===== src/rtl/bin_bcd_display_seq_pkg.sv =====
// Shared types and constants for the serial binary-to-BCD display driver:
// FSM encoding, seven-segment patterns ({g,f,e,d,c,b,a}) and counter sizing.
package bin_bcd_display_seq_pkg;

    typedef enum logic [1:0] {
        ST_IDLE  = 2'd0,
        ST_SHIFT = 2'd1,
        ST_DONE  = 2'd2
    } state_e;

    localparam logic [6:0] SEG_BLANK = 7'h00;
    localparam logic [6:0] SEG_DASH  = 7'h40;

    function automatic int cnt_width(input int width);
        return $clog2(width + 1);
    endfunction

    function automatic logic [6:0] seg_of(input logic [3:0] digit);
        logic [6:0] seg;
        seg = SEG_BLANK;
        case (digit)
            4'd0: seg = 7'h3F;
            4'd1: seg = 7'h06;
            4'd2: seg = 7'h5B;
            4'd3: seg = 7'h4F;
            4'd4: seg = 7'h66;
            4'd5: seg = 7'h6D;
            4'd6: seg = 7'h7D;
            4'd7: seg = 7'h07;
            4'd8: seg = 7'h7F;
            4'd9: seg = 7'h6F;
            default: seg = SEG_BLANK;
        endcase
        return seg;
    endfunction

endpackage


===== src/rtl/bin_bcd_display_seq_if.sv =====
// Request/result bundle between a binary datapath (master) and the display driver (slave).
// No backpressure: start is only honoured while busy is low.
interface bin_bcd_display_seq_if #(
    parameter int WIDTH  = 8,
    parameter int DIGITS = 3
);
    logic                  start;
    logic [WIDTH-1:0]      bin;
    logic                  busy;
    logic                  valid;
    logic                  ovf;
    logic [4*DIGITS-1:0]   bcd;
    logic [DIGITS-1:0]     digit_on;
    logic [7*DIGITS-1:0]   seg;

    modport master (output start, bin, input busy, valid, ovf, bcd, digit_on, seg);
    modport slave  (input start, bin, output busy, valid, ovf, bcd, digit_on, seg);
endinterface


===== src/rtl/bin_bcd_display_seq_bcd_dabble_digit.sv =====
// Double-dabble correction for one BCD digit: values 5..9 get +3 before the shift.
// Purely combinational, zero latency, no flow control.
module bcd_dabble_digit (
    input  logic [3:0] d_in,
    output logic [3:0] d_out
);
    assign d_out = (d_in >= 4'd5) ? (d_in + 4'd3) : d_in;
endmodule


===== src/rtl/bin_bcd_display_seq.sv =====
// Serial double-dabble binary-to-BCD converter with seven-segment drive; result after WIDTH+1 cycles.
// Starts arriving while busy are dropped; outputs hold until the next completed conversion.
module bin_bcd_display_seq
    import bin_bcd_display_seq_pkg::*;
#(
    parameter int WIDTH    = 8,
    parameter int DIGITS   = 3,
    parameter int BLANK_LZ = 1
) (
    input  logic                  clk,
    input  logic                  rst_n,
    bin_bcd_display_seq_if.slave  bus
);
    localparam int CW = cnt_width(WIDTH);
    localparam int BW = 4 * DIGITS;

    state_e              state_q, state_d;
    logic [WIDTH-1:0]    shreg_q, shreg_d;
    logic [BW-1:0]       work_q, work_d, work_adj;
    logic [CW-1:0]       cnt_q, cnt_d;
    logic                sticky_q, sticky_d;
    logic                valid_q, valid_d;
    logic                ovf_q, ovf_d;
    logic [BW-1:0]       bcd_q, bcd_d;
    logic [DIGITS-1:0]   digit_on_q, digit_on_d;
    logic [7*DIGITS-1:0] seg_q, seg_d;

    logic [BW+WIDTH-1:0] shifted;
    logic [BW-1:0]       bcd_v;
    logic [DIGITS-1:0]   on_v;
    logic [7*DIGITS-1:0] seg_v;
    logic                lead_zero;

    for (genvar g = 0; g < DIGITS; g++) begin : g_digit
        bcd_dabble_digit u_dig (
            .d_in  (work_q[4*g +: 4]),
            .d_out (work_adj[4*g +: 4])
        );
    end

    assign shifted = {work_adj, shreg_q} << 1;

    // Display view of the finished work digits; leading zeros scanned from the top digit down.
    always_comb begin
        bcd_v     = work_q;
        on_v      = '0;
        seg_v     = '0;
        lead_zero = 1'b1;
        for (int i = DIGITS - 1; i >= 0; i--) begin
            lead_zero = lead_zero && (work_q[4*i +: 4] == 4'd0);
            on_v[i]   = !((BLANK_LZ != 0) && lead_zero && (i > 0));
            seg_v[7*i +: 7] = on_v[i] ? seg_of(work_q[4*i +: 4]) : SEG_BLANK;
        end
        if (sticky_q) begin
            bcd_v = {DIGITS{4'h9}};
            on_v  = '1;
            seg_v = {DIGITS{SEG_DASH}};
        end
    end

    always_comb begin
        state_d    = state_q;
        shreg_d    = shreg_q;
        work_d     = work_q;
        cnt_d      = cnt_q;
        sticky_d   = sticky_q;
        valid_d    = 1'b0;
        ovf_d      = ovf_q;
        bcd_d      = bcd_q;
        digit_on_d = digit_on_q;
        seg_d      = seg_q;
        case (state_q)
            ST_IDLE: begin
                if (bus.start) begin
                    shreg_d  = bus.bin;
                    work_d   = '0;
                    sticky_d = 1'b0;
                    cnt_d    = CW'(WIDTH);
                    state_d  = ST_SHIFT;
                end
            end
            ST_SHIFT: begin
                work_d   = shifted[BW+WIDTH-1 : WIDTH];
                shreg_d  = shifted[WIDTH-1:0];
                sticky_d = sticky_q | work_adj[BW-1];
                cnt_d    = cnt_q - CW'(1);
                if (cnt_q == CW'(1)) begin
                    state_d = ST_DONE;
                end
            end
            ST_DONE: begin
                valid_d    = 1'b1;
                ovf_d      = sticky_q;
                bcd_d      = bcd_v;
                digit_on_d = on_v;
                seg_d      = seg_v;
                state_d    = ST_IDLE;
            end
            default: state_d = ST_IDLE;
        endcase
    end

    always_ff @(posedge clk or negedge rst_n) begin
        if (!rst_n) begin
            state_q    <= ST_IDLE;
            shreg_q    <= '0;
            work_q     <= '0;
            cnt_q      <= '0;
            sticky_q   <= 1'b0;
            valid_q    <= 1'b0;
            ovf_q      <= 1'b0;
            bcd_q      <= '0;
            digit_on_q <= '0;
            seg_q      <= '0;
        end else begin
            state_q    <= state_d;
            shreg_q    <= shreg_d;
            work_q     <= work_d;
            cnt_q      <= cnt_d;
            sticky_q   <= sticky_d;
            valid_q    <= valid_d;
            ovf_q      <= ovf_d;
            bcd_q      <= bcd_d;
            digit_on_q <= digit_on_d;
            seg_q      <= seg_d;
        end
    end

    assign bus.busy     = (state_q != ST_IDLE);
    assign bus.valid    = valid_q;
    assign bus.ovf      = ovf_q;
    assign bus.bcd      = bcd_q;
    assign bus.digit_on = digit_on_q;
    assign bus.seg      = seg_q;

endmodule


===== src/flat_wrapper.sv =====
// flat-port wrapper written by rule: the top's interface ports become plain ports
module bin_bcd_display_seq_flat import bin_bcd_display_seq_pkg::*;
#(
    parameter int WIDTH    = 8,
    parameter int DIGITS   = 3,
    parameter int BLANK_LZ = 1
)
  (clk, rst_n, bus_start, bus_bin, bus_busy, bus_valid, bus_ovf, bus_bcd, bus_digit_on, bus_seg);
  bin_bcd_display_seq_if #(.WIDTH(WIDTH), .DIGITS(DIGITS)) bus_i ();
  input  logic clk;
  input  logic rst_n;
  input wire logic [$bits(bus_i.start)-1:0] bus_start;
  input wire logic [$bits(bus_i.bin)-1:0] bus_bin;
  output wire logic [$bits(bus_i.busy)-1:0] bus_busy;
  output wire logic [$bits(bus_i.valid)-1:0] bus_valid;
  output wire logic [$bits(bus_i.ovf)-1:0] bus_ovf;
  output wire logic [$bits(bus_i.bcd)-1:0] bus_bcd;
  output wire logic [$bits(bus_i.digit_on)-1:0] bus_digit_on;
  output wire logic [$bits(bus_i.seg)-1:0] bus_seg;
  assign bus_i.start = bus_start;
  assign bus_i.bin = bus_bin;
  assign bus_busy = bus_i.busy;
  assign bus_valid = bus_i.valid;
  assign bus_ovf = bus_i.ovf;
  assign bus_bcd = bus_i.bcd;
  assign bus_digit_on = bus_i.digit_on;
  assign bus_seg = bus_i.seg;
  bin_bcd_display_seq #(.WIDTH(WIDTH), .DIGITS(DIGITS), .BLANK_LZ(BLANK_LZ)) u_core (.clk(clk), .rst_n(rst_n), .bus(bus_i));
endmodule

===== config.mk =====
export PLATFORM = sky130hd
export DESIGN_NAME = bin_bcd_display_seq_flat
export DESIGN_NICKNAME = d
export VERILOG_FILES = /design/src/rtl/bin_bcd_display_seq_pkg.sv /design/src/rtl/bin_bcd_display_seq_if.sv /design/src/rtl/bin_bcd_display_seq_bcd_dabble_digit.sv /design/src/rtl/bin_bcd_display_seq.sv /design/src/flat_wrapper.sv
export SDC_FILE = /design/constraint.sdc
export NUM_CORES = 1
export LEC_CHECK = 0
export CAP_MARGIN = 25
export CORE_MARGIN = 8
export CORE_UTILIZATION = 40
export DETAILED_ROUTE_END_ITERATION = 8
export GPL_TIMING_DRIVEN = 0
export PLACE_DENSITY_LB_ADDON = 0.25
export SYNTH_ARGS = -nofsm -noshare
export SYNTH_HDL_FRONTEND = slang
export SYNTH_SLANG_ARGS = --single-unit
export TNS_END_PERCENT = 10

===== constraint.sdc =====
create_clock -name clk -period 2 [get_ports clk]
set_input_delay 0.4 -clock clk [delete_from_list [all_inputs] [get_ports clk]]
set_output_delay 0.4 -clock clk [all_outputs]
set_load 0.01 [all_outputs]

### Word-level counts from Yosys, hierarchy flattened

Memory sizes are Yosys's and may differ from the RTL's.
Index checks and enable logic that the tools add are counted.

| storage, ports and cells | value |
|---|---|
| output and inout bits | 39 |
| memories kept | 3 |
| logic and storage cells | 56 |
| memory bits (read-only) | 336 |
| flip-flop bits (word level) | 65 |
| input bits | 11 |

| operators by class | value |
|---|---|
| eq/ne operators | 5 |
| order comparisons | 3 |
| muxes and demuxes | 20 |
| reduce and logical (&&, ||, !) cells | 10 |
| add/sub/neg operators | 4 |
| bitwise logic cells | 1 |

Memory list:

| memory | words | bits a word | read ports | clocked after Yosys merged registers in | wr ports | line | text |
|---|---|---|---|---|---|---|---|
| (no name shown) | 16 | 7 | 1 | 0 | 0 | bin_bcd_display_seq_pkg.sv:21 | `case (digit)` |
| (no name shown) | 16 | 7 | 1 | 0 | 0 | bin_bcd_display_seq_pkg.sv:21 |  |
| (no name shown) | 16 | 7 | 1 | 0 | 0 | bin_bcd_display_seq_pkg.sv:21 |  |

Operators with widths:

| kind | number |
|---|---|
| 12-bit two-way mux | 2 |
| 12-bit case mux with 2 select lines | 1 |
| 21-bit two-way mux | 1 |
| 4-bit two-way mux | 4 |
| 8-bit case mux with 2 select lines | 1 |
| 7-bit two-way mux | 2 |
| 4-bit by 2-bit adder with 4-bit output, second input constant | 3 |
| 4-bit by 3-bit >= comparator with 1-bit output, second input constant | 3 |
| 4-bit zero test | 2 |
| 8-bit two-way mux | 1 |
| 4-bit case mux with 2 select lines | 1 |
| 4-bit by 1-bit equality test with 1-bit output, second input constant | 1 |
| 2-bit two-way mux | 2 |
| 2-bit case mux with 2 select lines | 1 |
| 2-bit AND reduction | 2 |
| 2-bit nonzero test | 2 |
| 4-bit by 1-bit subtractor with 4-bit output, second input constant | 1 |
| 3-bit two-way mux | 1 |
| 2-bit by 1-bit equality test with 1-bit output, second input constant | 1 |
| 2-bit equality test, second input constant | 1 |
| 1-bit zero test | 2 |
| 2-bit zero test | 1 |
| 1-bit two-way mux | 2 |
| 2-bit by 1-bit inequality test with 1-bit output, second input constant | 1 |
| other kinds (4) | 4 |

### Depth between registers and ports, before layout

Gate-level depths: netlist of the first run.

| logic depth | value |
|---|---|
| word-level depth | 4 |
| mapped depth | 6 |
| depth with buffers taken out | 6 |

### By module

Synthesis of the first run repeated with hierarchy kept, for this count alone.

| second synthesis, totals | value |
|---|---|
| cell total of the unflattened synthesis | 359 |
| area, all modules | 3,475.8 µm² |

By module, submodules not included:

| module | area each (µm²) | times used | cells each | sequential area each (µm²) |
|---|---|---|---|---|
| bin_bcd_display_seq | 3,171.8 | 1 | 311 | 1,626.6 |
| bcd_dabble_digit | 101.3 | 3 | 16 | 0.0 |

### Least setup slack after synthesis of the first run

No wires, ideal clock.

| timing path | value |
|---|---|
| kind | register -> register |
| from | register u_core.work_q[1] |
| to | register u_core.work_q[2] |
| library setup time | 0.126 ns |
| data arrival time | 1.345 ns |
| data required time | 1.874 ns |
| slack | 0.529 ns |
| stages on the path, launching flop included | 7 |
| buffers on the path | 0 |
| path through | dfrtp_1 -> inv_1 -> ha_1 -> nand2b_1 -> a21oi_2 -> nor3_1 -> a221o_1 |

| on the way | value |
|---|---|
| longest elaborated chain between the ends | 3 |

RTL lines:

| element | line | text |
|---|---|---|
| start: declaration | bin_bcd_display_seq.sv:19 | `logic [BW-1:0] work_q, work_d, work_adj;` |
| start signal: assignment | bin_bcd_display_seq.sv:118 | `work_q <= work_d;` |
| 4-bit by 2-bit adder with 4-bit output / 4-bit by 3-bit >= comparator with 1-bit output (equally long branches) | bin_bcd_display_seq_bcd_dabble_digit.sv:7 | `assign d_out = (d_in >= 4'd5) ? (d_in + 4'd3) : d_in;` |
| 4-bit two-way mux * | bin_bcd_display_seq_bcd_dabble_digit.sv:7 |  |
| 12-bit case mux with 2 select lines * | bin_bcd_display_seq.sv:72 | `case (state_q)` |

Every way passes the cells marked *; elsewhere a longest branch is shown, timed or not.
A chain may end at the register's enable or synchronous reset.

### Worst setup path after layout of the first run

| timing path | value |
|---|---|
| from | register u_core.state_q[1] |
| to | output port bus_busy |

| on the way | value |
|---|---|
| longest elaborated chain between the ends | 1 |

RTL lines:

| element | line | text |
|---|---|---|
| start: declaration | bin_bcd_display_seq.sv:17 | `state_e state_q, state_d;` |
| start signal: assignment | bin_bcd_display_seq.sv:116 | `state_q <= state_d;` |
| 2-bit nonzero test | bin_bcd_display_seq.sv:129 | `assign bus.busy = (state_q != ST_IDLE);` |
| end: declaration | flat_wrapper.sv:14 | `output wire logic [$bits(bus_i.busy)-1:0] bus_busy;` |

No other way between the ends.

==> summary.md, run 1 <==
| Metric | Value |
|---|---|
| Die Height | 107 um |
| WL/cell | 14.4 um |
| CP Data Required Time | 1600 ps |
| Adder-Cell Fraction of Synth Area | 7.17% |
| Port bufs | 49 |
| Core region area | 0.00813 sq mm |
| FF+latch count, synth | between 60 and 70 |
| Die ar. | approximately 0.011 sq mm |
| CTS Buffer Depth | 2 |
| Mapped Cells | 366 |
| Worst Setup Start Kind | register |
| Power per cell area | 1550 mW/mm^2 |
| Remaining antenna violation count after routing | 0 |
| Tmin final | 1900 ps |
| Asr flop ratio synth | 100% |
| Initial antenna violation count | 0 |
| Via Count | 2695 |
| Post-synth cell types | 40 |
| Synth Area per Inst | 9.06 sq um |
| Crit share post-route | about 95% |
| Hold slack | 153 ps |
| RSZ-0062 raised after global routing | false |
| CP arrival | 1500 ps |
| Clk_skew | 9.75 ps |
| CP max FO | 2 |
| Most common cell after layout, fill and taps aside | nand2_1 |
| Final setup fails | 0 |
| Leak | 1.87 nW |
| GR Overflow Total | 0 |
| CTS root buf | clkbuf_8 |
| Overall Global Routing Usage | 14.5% |
| Fin. Hold Viols | 0 |
| Max IR drop VDD | 0.000488 V |
| Multiplexer share of the synthesized area | 0.943% |
| Crit Path Class | register to output port |
| Clk_lat worst skew | 330 ps |
| Clk sink count | 65 |
| Worst Tran Pin Value | about 810 ps |
| # Max-Cap Violations | 0 |
| Primary FF master, synth | dfrtp_1 |
| Starting Density | 40.8% |
| Routed wire length | between 7000 and 8000 um |
| Nets | about 460 |
| Synth Area in XOR/XNOR | 1.06% |
| Pins over their slew limit | 0 |
| Cell Area, Synth | 0.00332 sq mm |
| Share of cells above drive strength 1 | 9.77% |
| Mapped Nets | 396 |
| Sequential area share after synthesis | 49.0% |
| Status | complete, no violations |
| N_diodes | 0 |
| Worst reg2reg setup slack | 180 ps |
| Hold_buf cts | 0 |
| CTS clk-pin slew, worst paths | 70 ps |
| Number of global-route vias before repair | 2741 |
| Simple-gate share of the synthesized area | between 10% and 20% |
| First-pass GRT wire length | 13500 um |
| Number of buffers created by CTS | 9 |
| DR pass1 iterations | 4 |
| Crit end category | output port |
| Die Wd | approximately 110 um |
| Final HPWL DP | 5530 um |
| Min-Delay Path Class | input port to async pin |
| CTS tree | done |
| Most frequent cells in the layout | nand2_1 (73), dfrtp_1 (63), o21ai_0 (52), clkdlybuf4s50_1 (48), a21oi_1 (25) |
| Final Util | 51.3% |
| R2R depth | 6 |
| Gpl congestion | 0.833 |
| Area Overhead vs Synth | 25.9% |
| Fmax | 0.526 GHz |
| Slew headroom | approximately 46% |
| Initial DRC count | 160 |
| Site row count | 33 |
| Num ports | 50 |
| DRC viols | 0 |
| Synth Area in Compound Gates | 17.5% |
| Synth warnings | 0 |
| H-tree depth | 3 |
| Via density per instance | 5.04 |
| Main combinational cell family by area after synthesis | simple AND/OR/NAND/NOR gates |
| Number of synthesized flops with an enable pin | 0 |
| Pin count of the biggest net entering global routing | 66 |
==> through the flow <==
step	setup TNS (ps)	cell area (sq um)	setup WS (ps)	power (mW)	instances
detailed placement	0	3940	123	5.20	520
floorplan	0	3320	529	4.05	366
CTS	0	4180	81.4	6.52	535
global placement	-105820	3940	-1630	5.12	520
global route	0	4180	7.52	7.03	535
finish	0	4180	97.7	6.47	535
==> layout make-up <==
class	instances	area, sq um
plain buffers	21	111
clock buffers	13	169
clock inverters	2	60.1
fillers	794	3960
inverters	18	68.8
multi-input cells	260	1500
flip-flops and latches	65	1630
well taps	105	131
repair buffers	51	503
==> synth_stat cells (2+ instances only) <==
cell,instances,area [sq um]
nand2_1,73,274
dfrtp_1,65,1630
o21ai_0,52,260
a21oi_1,25,125
nor2_1,20,75.1
ha_1,19,238
inv_1,17,63.8
buf_2,13,65.1
nand2b_1,12,75.1
nor3b_1,11,82.6
o31ai_1,8,60.1
clkbuf_1,6,22.5
nand3b_1,5,37.5
nor3_1,5,25.0
o21bai_1,3,22.5
xnor2_1,3,26.3
a22o_1,2,17.5
a31oi_1,2,12.5
buf_4,2,15.0
mux2i_1,2,20.0
nor2b_1,2,12.5
==> sequential cells by signal, summed over array words and instances (netlist names) <==
| name | count |
|---|---|
| u_core.bus.bcd | 12 |
| u_core.state_q | 2 |
| u_core.bus.valid | 1 |
| u_core.work_q | 12 |
| u_core.cnt_q | 4 |
| u_core.bus.ovf | 1 |
| u_core.sticky_q | 1 |
| u_core.shreg_q | 8 |
| u_core.bus.seg | 21 |
| u_core.bus.digit_on | 3 |
==> worst paths after layout <==
check                                              start                        endpoint
setup / recovery           u_core.state_q[1]$_DFFE_PN0P_                        bus_busy
hold / removal                                     rst_n   u_core.bus.bcd[0]$_DFFE_PN0P_
setup reg to reg            u_core.work_q[9]$_DFFE_PN0P_  u_core.bus.seg[15]$_DFFE_PN0P_
hold reg to reg            u_core.bus.bcd[6]$_DFFE_PN0P_   u_core.bus.bcd[6]$_DFFE_PN0P_
max in group asynchronous                          rst_n   u_core.state_q[1]$_DFFE_PN0P_
min in group clk           u_core.bus.bcd[6]$_DFFE_PN0P_   u_core.bus.bcd[6]$_DFFE_PN0P_
==> cells by family after synthesis <==
kind of cell / Yosys count
xor gates and xnor gates: 4
and+or+nand+nor: 133
muxes: 3
adders and majority gates: 19
AOI/OAI and AO/OA: 101
buffers and inverters: 41
DFF: 65
==> where the power goes <==
group          leakage [nW]  internal [mW]  switching, mW
combinational         0.900           1.36           1.63
clock                 0.116          0.799          0.481
sequential            0.854           1.81          0.385
total                  1.87           3.97           2.50
==> worst max-delay path, stage by stage, from the launching register on <==
cell and delay [ps]:
dfrtp_2 410, or2_2 290, clkdlybuf4s50_1 480
==> routing by layer <==
| metal | GRT usage, % | up-vias | routed length, um |
|---|---|---|---|
| met5 | 0 | - | 0 |
| met4 | 5.83 | 0 | 81 |
| met3 | 4.02 | 8 | 429 |
| met2 | 22.1 | 60 | 3520 |
| met1 | 18.9 | 1270 | 3660 |
| li1 | - | 1357 | - |
==> timing repair <==
| action | 4_1_cts | 5_1_grt |
|---|---|---|
| endpoints found under the setup margin | 1 | 0 |
| setup buffers | 2 | 0 |
| resized for setup | 2 | 0 |
Note: power is estimated with default switching activity, not from simulation.
==> inputs of run 2 (changes only) <==
--- a/config.mk
+++ b/config.mk
@@ -5,6 +5,7 @@
 export SDC_FILE = /design/constraint.sdc
 export NUM_CORES = 1
 export LEC_CHECK = 0
+export ABC_AREA = 1
 export CAP_MARGIN = 25
 export CORE_MARGIN = 8
 export CORE_UTILIZATION = 40
==> summary.md, run 2 <==
| Metric | Value |
|---|---|
| Status | complete, no violations (unchanged) |
| Post-synth cell types | 30 (was 40) |
| Min-Delay Path Class | input port to async pin (unchanged) |
| Fin. Hold Viols | 0 (unchanged) |
| DRC viols | 0 (unchanged) |
| First-pass GRT wire length | 13500 um (about the same) |
| Die Height | 107 um (about the same) |
| Top-area cell type share of the netlist area | 49.5% (was 49.0%) |
| Mapped Nets | 425 (was 396) |
| Mapped Cells | 395 (was 366) |
| Post-CTS Resized | 0 (was 2) |
| Met1 usage | 18.5% (was 18.9%) |
| Fmax | 0.527 GHz (was 0.526 GHz) |
| Buf+Inv Stages, Crit Path | 2 (was 1) |
| Worst Tran Pin Value | 813 ps (was 805 ps) |
| Most common cell in the netlist | nand2_1 (unchanged) |
| H-tree depth | 3 (unchanged) |
| Number of global-route vias before repair | 2761 (was 2741) |
| CP startpoint | u_core.state_q[1]$_DFFE_PN0P_ (unchanged) |
| Port bufs | 49 (unchanged) |
| # Max-Cap Violations | 0 (unchanged) |
| Most common cell after layout, fill and taps aside | nand2_1 (unchanged) |
| CP endpoint | bus_busy (unchanged) |
| Final Util | 50.4% (was 51.3%) |
| Post-route cell area | 0.00408 sq mm (was 0.00418 sq mm) |
| Number of synthesized flops with an enable pin | 0 (unchanged) |
| CP max FO | 3 (was 2) |
| Hold_buf cts | 0 (unchanged) |
| Leak | 2.02 nW (was 1.87 nW) |
| Final HPWL DP | 5470 um (was 5530 um) |
| Hold slack | 159 ps (was 153 ps) |
| Site row count | 33 (unchanged) |
| Met2 Resource Use GR | 22.5% (was 22.1%) |
| CTS tree | done (unchanged) |
| Final setup fails | 0 (unchanged) |
| Pins over their slew limit | 0 (unchanged) |
| WL/cell | 13.5 um (was 14.4 um) |
| Overall Global Routing Usage | 14.4% (was 14.5%) |
| Num ports | 50 (unchanged) |
| Area Overhead vs Synth | 24.1% (was 25.9%) |
| R2R depth | 7 (was 6) |
| R2r endpoint | u_core.bus.seg[7]$_DFFE_PN0P_ (was u_core.bus.seg[15]$_DFFE_PN0P_) |
| CTS clk-pin slew, worst paths | 70 ps (about the same) |
| Power per cell area | 1570 mW/mm^2 (was 1550 mW/mm^2) |
| R2r startpoint | u_core.work_q[9]$_DFFE_PN0P_ (unchanged) |
| Tmin final | 1900 ps (about the same) |
| N_diodes | 0 (unchanged) |
| Number of buffers created by CTS | 9 (unchanged) |
| Via density per instance | 4.89 (was 5.04) |
| Initial antenna violation count | 0 (unchanged) |
| Slew headroom | 45.8% (was 46.3%) |
| RSZ-0062 raised after global routing | false (unchanged) |
| Top Usage Layer GRT | met2 (unchanged) |
| DR pass1 iterations | 4 (unchanged) |
| Post-CTS setup buffers | 0 (was 2) |
| CP Data Required Time | 1600 ps (about the same) |
| Worst reg2reg setup slack | 480 ps (was 180 ps) |
| Placed Area | 0.00391 sq mm (was 0.00394 sq mm) |
| FF+latch count, synth | 65 (unchanged) |
| Sequential area share after synthesis | 49.5% (was 49.0%) |
| Clk sink count | 65 (unchanged) |
| Max reg flops | 21 (unchanged) |
| Max IR drop VDD | 0.000596 V (was 0.000488 V) |
| Sequential cell area | 0.00163 sq mm (about the same) |
| Core region area | 0.00809 sq mm (was 0.00813 sq mm) |
| CTS Buffer Depth | 2 (unchanged) |
| Synth Area per Inst | 8.32 sq um (was 9.06 sq um) |
| Levels on crit path | 3 (was 2) |
| Die Wd | 107 um (about the same) |
| Crit share post-route | 94.9% (was 95.1%) |
| Initial DRC count | 104 (was 160) |
| Top cells by count, synth | nand2_1 (137), dfrtp_1 (65), nand3_1 (42), inv_1 (27), o21ai_0 (24) (was nand2_1 (73), dfrtp_1 (65), o21ai_0 (52), a21oi_1 (25), nor2_1 (20)) |
| Asr flop ratio synth | 100% (unchanged) |
| Top cells by area, synth | dfrtp_1 (49%), nand2_1 (16%), ha_1 (7.2%) (was dfrtp_1 (49%), nand2_1 (8.3%), o21ai_0 (7.8%)) |
| Worst Setup Start Kind | register (unchanged) |
| Clk_skew | 5.05 ps (was 9.75 ps) |
| Primary FF master, synth | dfrtp_1 (unchanged) |
| Routed wire length | 7630 um (was 7680 um) |
| Fill count | 821 (was 794) |
| Synth warnings | 0 (unchanged) |
| GR Overflow Total | 0 (unchanged) |
| CTS root buf | clkbuf_8 (unchanged) |
| Critical-path cell list | nor2_2 -> inv_1 -> clkdlybuf4s50_1 (was or2_2 -> clkdlybuf4s50_1) |
| Starting Density | 40.6% (was 40.8%) |
| Leading area contributor after synthesis | dfrtp_1 (unchanged) |
| Pin count of the biggest net entering global routing | 66 (unchanged) |
| Crit Path Class | register to output port (unchanged) |
| CP delay by family, top | buffers and inverters (unchanged) |
| Crit end category | output port (unchanged) |
| Nets | 485 (was 456) |
| CP max stage cell | clkdlybuf4s50_1 (unchanged) |
| Die ar. | 0.0114 sq mm (was 0.0115 sq mm) |
| Via Count | 2764 (was 2695) |
| Multi-input gate area | 0.00144 sq mm (was 0.00150 sq mm) |
| Most frequent cells in the layout | nand2_1 (137), dfrtp_1 (65), clkdlybuf4s50_1 (48), nand3_1 (42), inv_1 (27) (was nand2_1 (73), dfrtp_1 (63), o21ai_0 (52), clkdlybuf4s50_1 (48), a21oi_1 (25)) |
| Cell Area, Synth | 0.00329 sq mm (was 0.00332 sq mm) |
| CP arrival | 1500 ps (about the same) |
| Met3 Use GR | 3.72% (was 4.02%) |
| Share of cells above drive strength 1 | 9.57% (was 9.77%) |
| Gpl congestion | 0.828 (was 0.833) |
| CP max stage delay | 470 ps (was 480 ps) |
| Clk_lat worst skew | 340 ps (was 330 ps) |
| Remaining antenna violation count after routing | 0 (unchanged) |
run 2: cell types whose count changed in the layout (fill, tap and decap cells not counted), moves of 10 or more:
cell / delta
nand4_1: +10
nor3b_1: -11
nand2_1: +64
inv_1: +10
a21oi_1: -14
o21ai_0: -28
nand2b_1: -12
nand3_1: +42
run 2: worst min-delay path by stage:
stage | startpoint | end | slack (ps)
floorplan | rst_n | u_core.bus.bcd[0]$_DFFE_PN0P_ | 100
CTS | rst_n | u_core.cnt_q[1]$_DFFE_PN0P_ | 200
global placement | u_core.bus.digit_on[0]$_DFFE_PN0P_ | u_core.bus.digit_on[0]$_DFFE_PN0P_ | 450
finish | rst_n | u_core.cnt_q[2]$_DFFE_PN0P_ | 160
global route | rst_n | u_core.cnt_q[2]$_DFFE_PN0P_ | 230
detailed placement | u_core.bus.digit_on[0]$_DFFE_PN0P_ | u_core.bus.digit_on[0]$_DFFE_PN0P_ | 460
run 2: routing by layer:
layer | part of all wire, % | vias to the layer above
li1 | - | 1405
met3 | 5.6 | 13
met4 | 2.0 | 0
met5 | 0 | -
met1 | 47 | 1286
met2 | 46 | 60
run 2: cells by family (layout without fill, tap and decap cells):
| logic type | after synthesis | in the layout | share of synthesized area (%) |
|---|---|---|---|
| simple gates | 216 | 216 | 29.0 |
| flops | 65 | 65 | 49.5 |
| compound gates | 46 | 46 | 7.54 |
| fa+ha+maj | 19 | 19 | 7.23 |
| buf+inv | 49 | 114 | 6.78 |
run 2: cell type report:
cell class	count	share of cell area, %
flip-flops and latches	65	39.9
multi-input cells	281	35.2
repair buffers	49	12.0
clock buffers	13	3.89
inverters	35	3.34
well taps	105	3.22
plain buffers	14	2.12
clock inverters	3	0.368
run 2: worst register-to-register path: stages (launching register included):
cell	delay, ps
dfrtp_1	440
inv_1	230
ha_1	210
nand2_1	90
nor2_1	160
nand2_2	120
nand4_1	110
nand2_1	50
run 2: metrics by stage:
step / power (mW) / worst slack, ps / std cells / TNS, ps
2_1_floorplan: 4.27 / 738 / 395 / 0
3_3_place_gp: 5.35 / -1630 / 549 / -105530
6_report: 6.41 / 102 / 565 / 0
3_5_place_dp: 5.44 / 412 / 549 / 0
5_1_grt: 7.00 / 18.0 / 565 / 0
4_1_cts: 6.45 / 70.9 / 565 / 0
run 2: power by group:
group / switching [mW] / total [mW] / internal, mW
clock: 0.480 / 0.992 / 0.512
sequential: 0.429 / 2.28 / 1.85
combinational: 1.79 / 3.13 / 1.34
total: 2.70 / 6.41 / 3.70
